==> src/rtl/wb_arbiter_if.sv <==
// Wishbone bundle between N masters, the arbiter and one shared slave.
// The slave modport is the arbiter's view; master is the surrounding system.
interface wb_arbiter_if #(
    parameter int NUM_MASTERS = 2,
    parameter int ADDR_WIDTH  = 32,
    parameter int DATA_WIDTH  = 32
);
    logic [NUM_MASTERS-1:0]              m_cyc_i;
    logic [NUM_MASTERS-1:0]              m_stb_i;
    logic [NUM_MASTERS-1:0]              m_we_i;
    logic [NUM_MASTERS*ADDR_WIDTH-1:0]   m_adr_i;
    logic [NUM_MASTERS*DATA_WIDTH-1:0]   m_dat_i;
    logic [NUM_MASTERS*DATA_WIDTH/8-1:0] m_sel_i;
    logic [DATA_WIDTH-1:0]               m_dat_o;
    logic [NUM_MASTERS-1:0]              m_ack_o;
    logic [NUM_MASTERS-1:0]              m_err_o;
    logic                                s_cyc_o;
    logic                                s_stb_o;
    logic                                s_we_o;
    logic [ADDR_WIDTH-1:0]               s_adr_o;
    logic [DATA_WIDTH-1:0]               s_dat_o;
    logic [DATA_WIDTH/8-1:0]             s_sel_o;
    logic [DATA_WIDTH-1:0]               s_dat_i;
    logic                                s_ack_i;

    modport slave (
        input  m_cyc_i, m_stb_i, m_we_i, m_adr_i, m_dat_i, m_sel_i, s_dat_i, s_ack_i,
        output m_dat_o, m_ack_o, m_err_o, s_cyc_o, s_stb_o, s_we_o, s_adr_o, s_dat_o, s_sel_o
    );

    modport master (
        output m_cyc_i, m_stb_i, m_we_i, m_adr_i, m_dat_i, m_sel_i, s_dat_i, s_ack_i,
        input  m_dat_o, m_ack_o, m_err_o, s_cyc_o, s_stb_o, s_we_o, s_adr_o, s_dat_o, s_sel_o
    );
endinterface

==> src/rtl/wb_arbiter.sv <==
// Round-robin Wishbone arbiter: N masters share one slave, bus locked per CYC.
// Latency: grant one cycle after request; ACK/data pass through combinationally.
// Backpressure: slave stalls pass to the owner; a watchdog aborts unacknowledged strobes.
module wb_arbiter #(
    parameter int NUM_MASTERS    = 2,
    parameter int ADDR_WIDTH     = 32,
    parameter int DATA_WIDTH     = 32,
    parameter int TIMEOUT_CYCLES = 255
) (
    input  logic                           clk_i,
    input  logic                           rst_ni,
    wb_arbiter_if.slave                    bus,
    output logic [$clog2(NUM_MASTERS)-1:0] grant_o,
    output logic                           busy_o
);
    localparam int GW = $clog2(NUM_MASTERS);
    localparam int SW = DATA_WIDTH / 8;
    localparam int CW = (TIMEOUT_CYCLES > 0) ? $clog2(TIMEOUT_CYCLES + 1) : 1;
    localparam logic [CW-1:0] TO_LAST = (TIMEOUT_CYCLES > 0) ? CW'(TIMEOUT_CYCLES - 1) : '0;

    localparam logic [1:0] IDLE  = 2'd0;
    localparam logic [1:0] BUSY  = 2'd1;
    localparam logic [1:0] ABORT = 2'd2;

    logic [1:0]    state;
    logic [GW-1:0] grant;
    logic [GW-1:0] last_grant;
    logic [CW-1:0] wd_cnt;
    logic [GW-1:0] next_grant;

    // First requester found walking upward from the master after last_grant.
    function automatic logic [GW-1:0] pick_next(input logic [GW-1:0] last,
                                                input logic [NUM_MASTERS-1:0] req);
        logic [GW-1:0] win;
        logic          found;
        int            idx;
        win   = last;
        found = 1'b0;
        idx   = 0;
        for (int i = 1; i <= NUM_MASTERS; i++) begin
            idx = (int'(last) + i) % NUM_MASTERS;
            if (!found && req[idx]) begin
                win   = GW'(idx);
                found = 1'b1;
            end
        end
        return win;
    endfunction

    assign next_grant = pick_next(last_grant, bus.m_cyc_i);
    assign grant_o    = grant;
    assign busy_o     = (state == BUSY);

    always_comb begin
        bus.s_cyc_o = 1'b0;
        bus.s_stb_o = 1'b0;
        bus.s_we_o  = 1'b0;
        bus.s_adr_o = '0;
        bus.s_dat_o = '0;
        bus.s_sel_o = '0;
        bus.m_ack_o = '0;
        bus.m_err_o = '0;
        bus.m_dat_o = '0;
        if (state == BUSY) begin
            bus.s_cyc_o        = bus.m_cyc_i[grant];
            bus.s_stb_o        = bus.m_stb_i[grant];
            bus.s_we_o         = bus.m_we_i[grant];
            bus.s_adr_o        = bus.m_adr_i[int'(grant)*ADDR_WIDTH +: ADDR_WIDTH];
            bus.s_dat_o        = bus.m_dat_i[int'(grant)*DATA_WIDTH +: DATA_WIDTH];
            bus.s_sel_o        = bus.m_sel_i[int'(grant)*SW +: SW];
            bus.m_ack_o[grant] = bus.s_ack_i;
            bus.m_dat_o        = bus.s_dat_i;
        end else if (state == ABORT) begin
            bus.m_err_o[grant] = 1'b1;
        end
    end

    always_ff @(posedge clk_i) begin
        if (!rst_ni) begin
            state      <= IDLE;
            grant      <= '0;
            last_grant <= GW'(NUM_MASTERS - 1);
            wd_cnt     <= '0;
        end else begin
            case (state)
                IDLE: begin
                    if (|bus.m_cyc_i) begin
                        grant  <= next_grant;
                        state  <= BUSY;
                        wd_cnt <= '0;
                    end
                end
                BUSY: begin
                    if (!bus.m_cyc_i[grant]) begin
                        last_grant <= grant;
                        state      <= IDLE;
                        wd_cnt     <= '0;
                    end else if (bus.s_ack_i || !bus.s_stb_o) begin
                        wd_cnt <= '0;
                    end else if (TIMEOUT_CYCLES != 0) begin
                        // An ACK on the would-be final cycle is handled above and wins.
                        if (wd_cnt == TO_LAST) begin
                            state  <= ABORT;
                            wd_cnt <= '0;
                        end else begin
                            wd_cnt <= wd_cnt + 1'b1;
                        end
                    end
                end
                ABORT: begin
                    last_grant <= grant;
                    state      <= IDLE;
                end
                default: state <= IDLE;
            endcase
        end
    end
endmodule

==> src/flat_wrapper.sv <==
// flat-port wrapper written by rule: the top's interface ports become plain ports
module wb_arbiter_flat 
#(
    parameter int NUM_MASTERS    = 2,
    parameter int ADDR_WIDTH     = 32,
    parameter int DATA_WIDTH     = 32,
    parameter int TIMEOUT_CYCLES = 255
)
  (clk_i, rst_ni, grant_o, busy_o, bus_m_cyc_i, bus_m_stb_i, bus_m_we_i, bus_m_adr_i, bus_m_dat_i, bus_m_sel_i, bus_s_dat_i, bus_s_ack_i, bus_m_dat_o, bus_m_ack_o, bus_m_err_o, bus_s_cyc_o, bus_s_stb_o, bus_s_we_o, bus_s_adr_o, bus_s_dat_o, bus_s_sel_o);
  wb_arbiter_if #(.NUM_MASTERS(NUM_MASTERS), .ADDR_WIDTH(ADDR_WIDTH), .DATA_WIDTH(DATA_WIDTH)) bus_i ();
  input  logic clk_i;
  input  logic rst_ni;
  output logic [$clog2(NUM_MASTERS)-1:0] grant_o;
  output logic busy_o;
  input wire logic [$bits(bus_i.m_cyc_i)-1:0] bus_m_cyc_i;
  input wire logic [$bits(bus_i.m_stb_i)-1:0] bus_m_stb_i;
  input wire logic [$bits(bus_i.m_we_i)-1:0] bus_m_we_i;
  input wire logic [$bits(bus_i.m_adr_i)-1:0] bus_m_adr_i;
  input wire logic [$bits(bus_i.m_dat_i)-1:0] bus_m_dat_i;
  input wire logic [$bits(bus_i.m_sel_i)-1:0] bus_m_sel_i;
  input wire logic [$bits(bus_i.s_dat_i)-1:0] bus_s_dat_i;
  input wire logic [$bits(bus_i.s_ack_i)-1:0] bus_s_ack_i;
  output wire logic [$bits(bus_i.m_dat_o)-1:0] bus_m_dat_o;
  output wire logic [$bits(bus_i.m_ack_o)-1:0] bus_m_ack_o;
  output wire logic [$bits(bus_i.m_err_o)-1:0] bus_m_err_o;
  output wire logic [$bits(bus_i.s_cyc_o)-1:0] bus_s_cyc_o;
  output wire logic [$bits(bus_i.s_stb_o)-1:0] bus_s_stb_o;
  output wire logic [$bits(bus_i.s_we_o)-1:0] bus_s_we_o;
  output wire logic [$bits(bus_i.s_adr_o)-1:0] bus_s_adr_o;
  output wire logic [$bits(bus_i.s_dat_o)-1:0] bus_s_dat_o;
  output wire logic [$bits(bus_i.s_sel_o)-1:0] bus_s_sel_o;
  assign bus_i.m_cyc_i = bus_m_cyc_i;
  assign bus_i.m_stb_i = bus_m_stb_i;
  assign bus_i.m_we_i = bus_m_we_i;
  assign bus_i.m_adr_i = bus_m_adr_i;
  assign bus_i.m_dat_i = bus_m_dat_i;
  assign bus_i.m_sel_i = bus_m_sel_i;
  assign bus_i.s_dat_i = bus_s_dat_i;
  assign bus_i.s_ack_i = bus_s_ack_i;
  assign bus_m_dat_o = bus_i.m_dat_o;
  assign bus_m_ack_o = bus_i.m_ack_o;
  assign bus_m_err_o = bus_i.m_err_o;
  assign bus_s_cyc_o = bus_i.s_cyc_o;
  assign bus_s_stb_o = bus_i.s_stb_o;
  assign bus_s_we_o = bus_i.s_we_o;
  assign bus_s_adr_o = bus_i.s_adr_o;
  assign bus_s_dat_o = bus_i.s_dat_o;
  assign bus_s_sel_o = bus_i.s_sel_o;
  wb_arbiter #(.NUM_MASTERS(NUM_MASTERS), .ADDR_WIDTH(ADDR_WIDTH), .DATA_WIDTH(DATA_WIDTH), .TIMEOUT_CYCLES(TIMEOUT_CYCLES)) u_core (.clk_i(clk_i), .rst_ni(rst_ni), .bus(bus_i), .grant_o(grant_o), .busy_o(busy_o));
endmodule
==> config.mk <==
export PLATFORM = sky130hd
export DESIGN_NAME = wb_arbiter_flat
export DESIGN_NICKNAME = d
export VERILOG_FILES = /design/src/rtl/wb_arbiter_if.sv /design/src/rtl/wb_arbiter.sv /design/src/flat_wrapper.sv
export SDC_FILE = /design/constraint.sdc
export NUM_CORES = 1
export LEC_CHECK = 0
export BUFFER_PORTS_ARGS = -buffer_cell sky130_fd_sc_hd__buf_4
export CAP_MARGIN = 20
export CORE_AREA = 2 2 110 112
export CTS_CLUSTER_SIZE = 24
export DETAILED_ROUTE_END_ITERATION = 8
export DIE_AREA = 0 0 112 114
export SLEW_MARGIN = 15
export SYNTH_ARGS = -nofsm -noshare
export SYNTH_HDL_FRONTEND = slang
export SYNTH_SLANG_ARGS = --single-unit
==> constraint.sdc <==
create_clock -name clk_i -period 4.34 [get_ports clk_i]
set_input_delay 0.217 -clock clk_i [delete_from_list [all_inputs] [get_ports clk_i]]
set_output_delay 0.217 -clock clk_i [all_outputs]
set_load 0.005 [all_outputs]
**After elaboration in Yosys (flattened, before gate mapping)**

Index checks and enable logic that the tools add are counted.

- Input port bits: 177
- Bits in registers: 12
- Word-level logic and storage cells: 76

- Reductions and logical operators: 13
- Magnitude comparators: 4
- Shifts and indexed selects: 3
- Bitwise logic cells: 3
- Add/subtract/negate cells: 3
- Eq/ne operators: 7
- Multiplexer cells: 39

Operators by type and width:

| cell | number |
|---|---|
| indexed part select 64 x 7 -> 32 bit | 2 |
| 2-to-1 mux 32 bit | 3 |
| 2-to-1 mux 8 bit | 4 |
| 2-to-1 mux 1 bit | 20 |
| case mux 8 bit (2 select lines) | 1 |
| 2-to-1 mux 2 bit | 7 |
| adder 8 x 1 -> 8 bit, second input constant | 1 |
| equality test 8 bit, second input constant | 1 |
| indexed part select 8 x 4 -> 4 bit | 1 |
| < comparator 2 x 3 -> 1 bit, second input constant | 2 |
| inequality test 3 bit, second input constant | 2 |
| AND reduction 2 bit | 3 |
| 2-to-1 mux 4 bit | 1 |
| case mux 2 bit (2 select lines) | 1 |
| nonzero test 2 bit | 2 |
| AND reduction 3 bit | 1 |
| adder 1 bit, second input constant | 2 |
| bitwise AND 1 bit, first input constant | 2 |
| bitwise AND 2 bit | 1 |
| equality test 2 x 1 -> 1 bit, second input constant | 1 |
| equality test 2 bit, second input constant | 1 |
| logical AND 1 bit | 2 |
| logical NOT 1 bit | 2 |
| logical NOT 2 bit | 1 |
| 8 further kinds | 8 |

**Longest topological paths before layout**

- Depth in word-level cells: 9
- Depth in mapped cells: 5
- Mapped depth without buffers: 5

**Least setup slack after synthesis**

Ideal clock, no wire load.

- Path kind: register to output
- Start point: register u_core.grant, in the netlist u_core.grant_o
- End point: output bus_s_adr_o[0]
- Data arrival time: 1.244 ns
- Buffers on the path: 2
- Slack: 2.879 ns
- Data required time: 4.123 ns
- Stages on the path, launching flop included: 5
- Path through: dfxtp_1 -> clkbuf_1 -> buf_2 -> mux2i_1 -> nor2_1

- Cells in the longest elaborated chain, start to end: 2

Ends and longest elaborated chain:

| item | line | source |
|---|---|---|
| start: declaration | wb_arbiter.sv:26 | `logic [GW-1:0] grant;` |
| start signal: assignment | wb_arbiter.sv:88 | `grant <= next_grant;` |
| indexed part select 64 x 7 -> 32 bit | wb_arbiter.sv:68 | `bus.s_adr_o = bus.m_adr_i[int'(grant)*ADDR_WIDTH +: ADDR_WIDTH];` |
| 2-to-1 mux 32 bit | wb_arbiter.sv:64 | `if (state == BUSY) begin` |
| end: declaration | flat_wrapper.sv:29 | `output wire logic [$bits(bus_i.s_adr_o)-1:0] bus_s_adr_o;` |

No other way between the ends.

**Final worst setup path**

- Start point: register u_core.state[1]
- End point: output bus_s_cyc_o

- Cells in the longest elaborated chain, start to end: 2

Ends and longest elaborated chain:

| item | line | source |
|---|---|---|
| start: declaration | wb_arbiter.sv:25 | `logic [1:0] state;` |
| start signal: assignment | wb_arbiter.sv:80 | `state <= IDLE;` |
| start signal: assignment | wb_arbiter.sv:89 | `state <= BUSY;` |
| start signal: assignment | wb_arbiter.sv:96 | `state <= IDLE;` |
| equality test 2 x 1 -> 1 bit | wb_arbiter.sv:64 |  |
| 2-to-1 mux 1 bit | wb_arbiter.sv:64 |  |
| end: declaration | flat_wrapper.sv:26 | `output wire logic [$bits(bus_i.s_cyc_o)-1:0] bus_s_cyc_o;` |

No other way between the ends.

==> flow_summary.yaml <==
detailed_routing:
  wl_per_cell_um: 14.6
  vias: 2833
  ant_nets: 0
  drt_iter0_markers: 154
  wl_mm: 9.98
  remaining_drc_errors: 0
  dr.pass1.iters: 4
  avgViaCountPerCell: 4.14
placed_design:
  dp.cells: 680
  port_buffers: 285
  gp_congestion: 0.889
  hpwl_mm: 8.56
  pre_cts_slack_ps: 1930
cts:
  postCtsSetupBuffers: 0
  clk_path_buf_depth: 2
  numCtsBuffers: 3
  clkLatencyLatePin_ps: 240
  clock-root-buffer: "clkbuf_16"
  cts_hold_buf: 0
  cts_tree: "yes"
  clk_pin_slew_worst_paths_ps: 40
  cts_resized: 0
  cts_max_level: 1
  cts_sinks: 12
floorplanning:
  die_area_um2: 12800
  core-area_um2: 11700
  start_util_pct: 16.1
  rows: 40
  pin_count: 286
  die_w_um: 112
  die_h_um: 114
finish:
  nNetsFinal: 717
  drive_gt1_share_pct: 55.5
  nFillCells: 1248
  syn_to_final_growth_pct: 124
  final_cells: 684
  diodes: 0
power_and_ir_drop:
  pwr-share-seq_pct: 18.0
  p_sw_share_pct: 30.8
  ir_drop_uv: 197
  p_comb_share_pct: 56.8
  power_leakage_nw: 2.10
  total_power_uw: 743
  p_switching_uw: 229
  power_density_nw_per_um2: 176
  p_int_uw: 515
  pwr-share-clk_pct: 25.3
timing:
  relSlewSlack_pct: 50.0
  tightest_slew_ps: 751
  fmax_ghz: 0.411
  final_max_slew_viol_count: 0
  hold_viol: 0
  final.setup.tns_ps: 0
  period_needed_ps: 2430
  fin_ws_ps: 1910
  finalSetupViolations: 0
  skew_ps: 0.760
  hold_ws_ps: 210
  rsz0062_at_grt: "false"
  timing.final.crit_share_pct: 56.1
min_path:
  min_to: "u_core.last_grant"
  whs_path_depth: 2
  hp-class: "primary input to flop"
  hold_start: "rst_ni"
worst_setup_path:
  timing_worst_setup_path_type: "flop to primary output"
  cpMaxStageDelayCell: "buf_4"
  critPathTopFamily: "simple AND/OR/NAND/NOR gates"
  cp_num_buf_inv: 2
  path_cells: "nand2b_2 > buf_4 > nor2_1 > buf_4"
  r2r-start: "u_core.state[1]"
  cpPeakStageDelay_ps: 530
  critical_path.most_common_cell: "buf_4"
  cp.arrival_ps: 2220
  ff2ff_path_depth: 5
  r2r_slack_ps: 1920
  reg2reg_to: "u_core.wd_cnt[0]"
  worstSetupStartpointType: "flop"
  cp_max_fo: 51
  worstPathRequired_ps: 4120
  endpoint_kind: "primary output"
outcome:
  outcome: "completed"
global_route:
  antenna_found_initial: 1
  grt_util_met3_pct: 2.55
  grt_pass1_vias: 2593
  grtUsageMet1_pct: 17.5
  overflow: 0
  track_usage_pct: 13.7
  met2_usage_pct: 24.9
  grt-busiest-layer: "met2"
  grt_pass1_wl_mm: 14.1
  grt_max_degree: 52
synth:
  ys_types: 30
  syn-cell-area_um2: 1890
  synth.avg_cell_area_um2: 7.09
  synth-seq-cells: 12
  synth_cells: 266
  yosysSeqAreaShare_pct: 12.7
  syn-num-nets: 445
  ys_warn_count: 0
flow_run:
  max_cap_violations: 0
## placed cells by master, fill, tap and decap left out, types with 2 or more instances in the layout
master     instances
buf_4            287
nor2_1            75
mux2i_1           71
and2_1            32
nor3_1            13
dfxtp_1           11
xnor2_1            8
nand2_1            5
inv_1              3
nor3b_1            3
clkbuf_16          3
and3_1             2
or2_2              2
a21oi_1            2
o21ai_0            2
ha_1               2
## final cells by class
class,instances,area [um^2],area share (%)
Clock buffer,4,88.8,2.10
Inverter,4,15.0,0.355
Multi-Input combinational cell,230,1550,36.6
Sequential cell,12,244,5.76
Tap cell,147,184,4.34
Timing Repair Buffer,287,2150,50.9
## metal layers
layer	vias up	part of all wire [%]
met5	-	0.16
met4	2	0.58
met3	7	5.6
li1	1440	-
met1	1276	41
met2	108	53
## synth_stat cells
cell type  count  area, um^2
a31oi_2        1        12.5
mux2i_1       71         711
nand2_1        5        18.8
and2_1        32         200
nor3_2         1        10.0
ha_1           2        25.0
buf_2          8        40.0
nor4_1         1        6.26
and4_1         1        8.76
nor2_1        75         282
nand2b_1       2        12.5
xnor2_1        8        70.1
a211oi_1       1        7.51
nand4_1        1        6.26
inv_1          3        11.3
nor3_1        13        65.1
clkinv_1       1        3.75
a32oi_1        1        8.76
nand4b_1       1        8.76
o21ai_0        2        10.0
or2_2          2        12.5
or3_1          1        6.26
a21oi_1        2        10.0
dfxtp_1       12         240
and3_1         2        12.5
nor3b_1        3        22.5
buf_1          3        11.3
o221a_2        1        11.3
clkbuf_1       9        33.8
o311ai_0       1        8.76
## stage by stage
| step | utilization (%) | instance area (um^2) |
|---|---|---|
| final | 36.2 | 4240 |
| after global routing | 36.2 | 4240 |
| after detailed placement | 35.4 | 4150 |
| after global placement | 35.4 | 4150 |
| after floorplan | - | 1890 |
| after CTS | 36.2 | 4240 |
## registers in the layout, indices dropped and copies added (netlist names)
register	cells
u_core.last_grant	1
u_core.state	2
u_core.wd_cnt	8
u_core.grant_o	1
## power by group through the flow
| stage | Sequential [mW] | Combinational (mW) | Clock, mW |
|---|---|---|---|
| finish | 0.134 | 0.422 | 0.188 |
| global route | 0.135 | 0.455 | 0.199 |
| CTS | 0.134 | 0.426 | 0.192 |
| detailed placement | 0.136 | 0.425 | 0 |
| global placement | 0.135 | 0.421 | 0 |
| floorplan | 0.120 | 0.172 | 0 |
## how the worst max path moves through the flow
stage / from / to / slack [ps] / depth (start not counted)
2_1_floorplan: u_core.grant_o / bus_s_adr_o[0] / 2880 / 4
3_5_place_dp: u_core.state[1] / u_core.wd_cnt[0] / 1930 / 5
3_3_place_gp: u_core.state[1] / u_core.wd_cnt[5] / 2070 / 5
5_1_grt: u_core.state[1] / u_core.wd_cnt[7] / 1660 / 5
6_report: u_core.state[1] / bus_s_cyc_o / 1910 / 4
4_1_cts: u_core.state[1] / bus_s_cyc_o / 1910 / 4
## worst register-to-register path: cells and delay by family, from the launching register on
family | cells | cell delay [ps]
flip-flops | 1 | 490
AO/OA/AOI/OAI | 1 | 410
buffers and inverters | 1 | 530
AND/OR/NAND/NOR | 3 | 860
## cell families (layout without fill, tap and decap cells)
family | after synthesis | in the layout | share of synthesized area [%]
flops | 12 | 12 | 12.7
mux | 71 | 71 | 37.7
xor+xnor | 8 | 8 | 3.71
buf+inv | 24 | 295 | 5.30
simple gates | 140 | 140 | 35.6
fa+ha+maj | 2 | 2 | 1.33
compound gates | 9 | 9 | 3.65
Power figures use the tool's default switching activity.
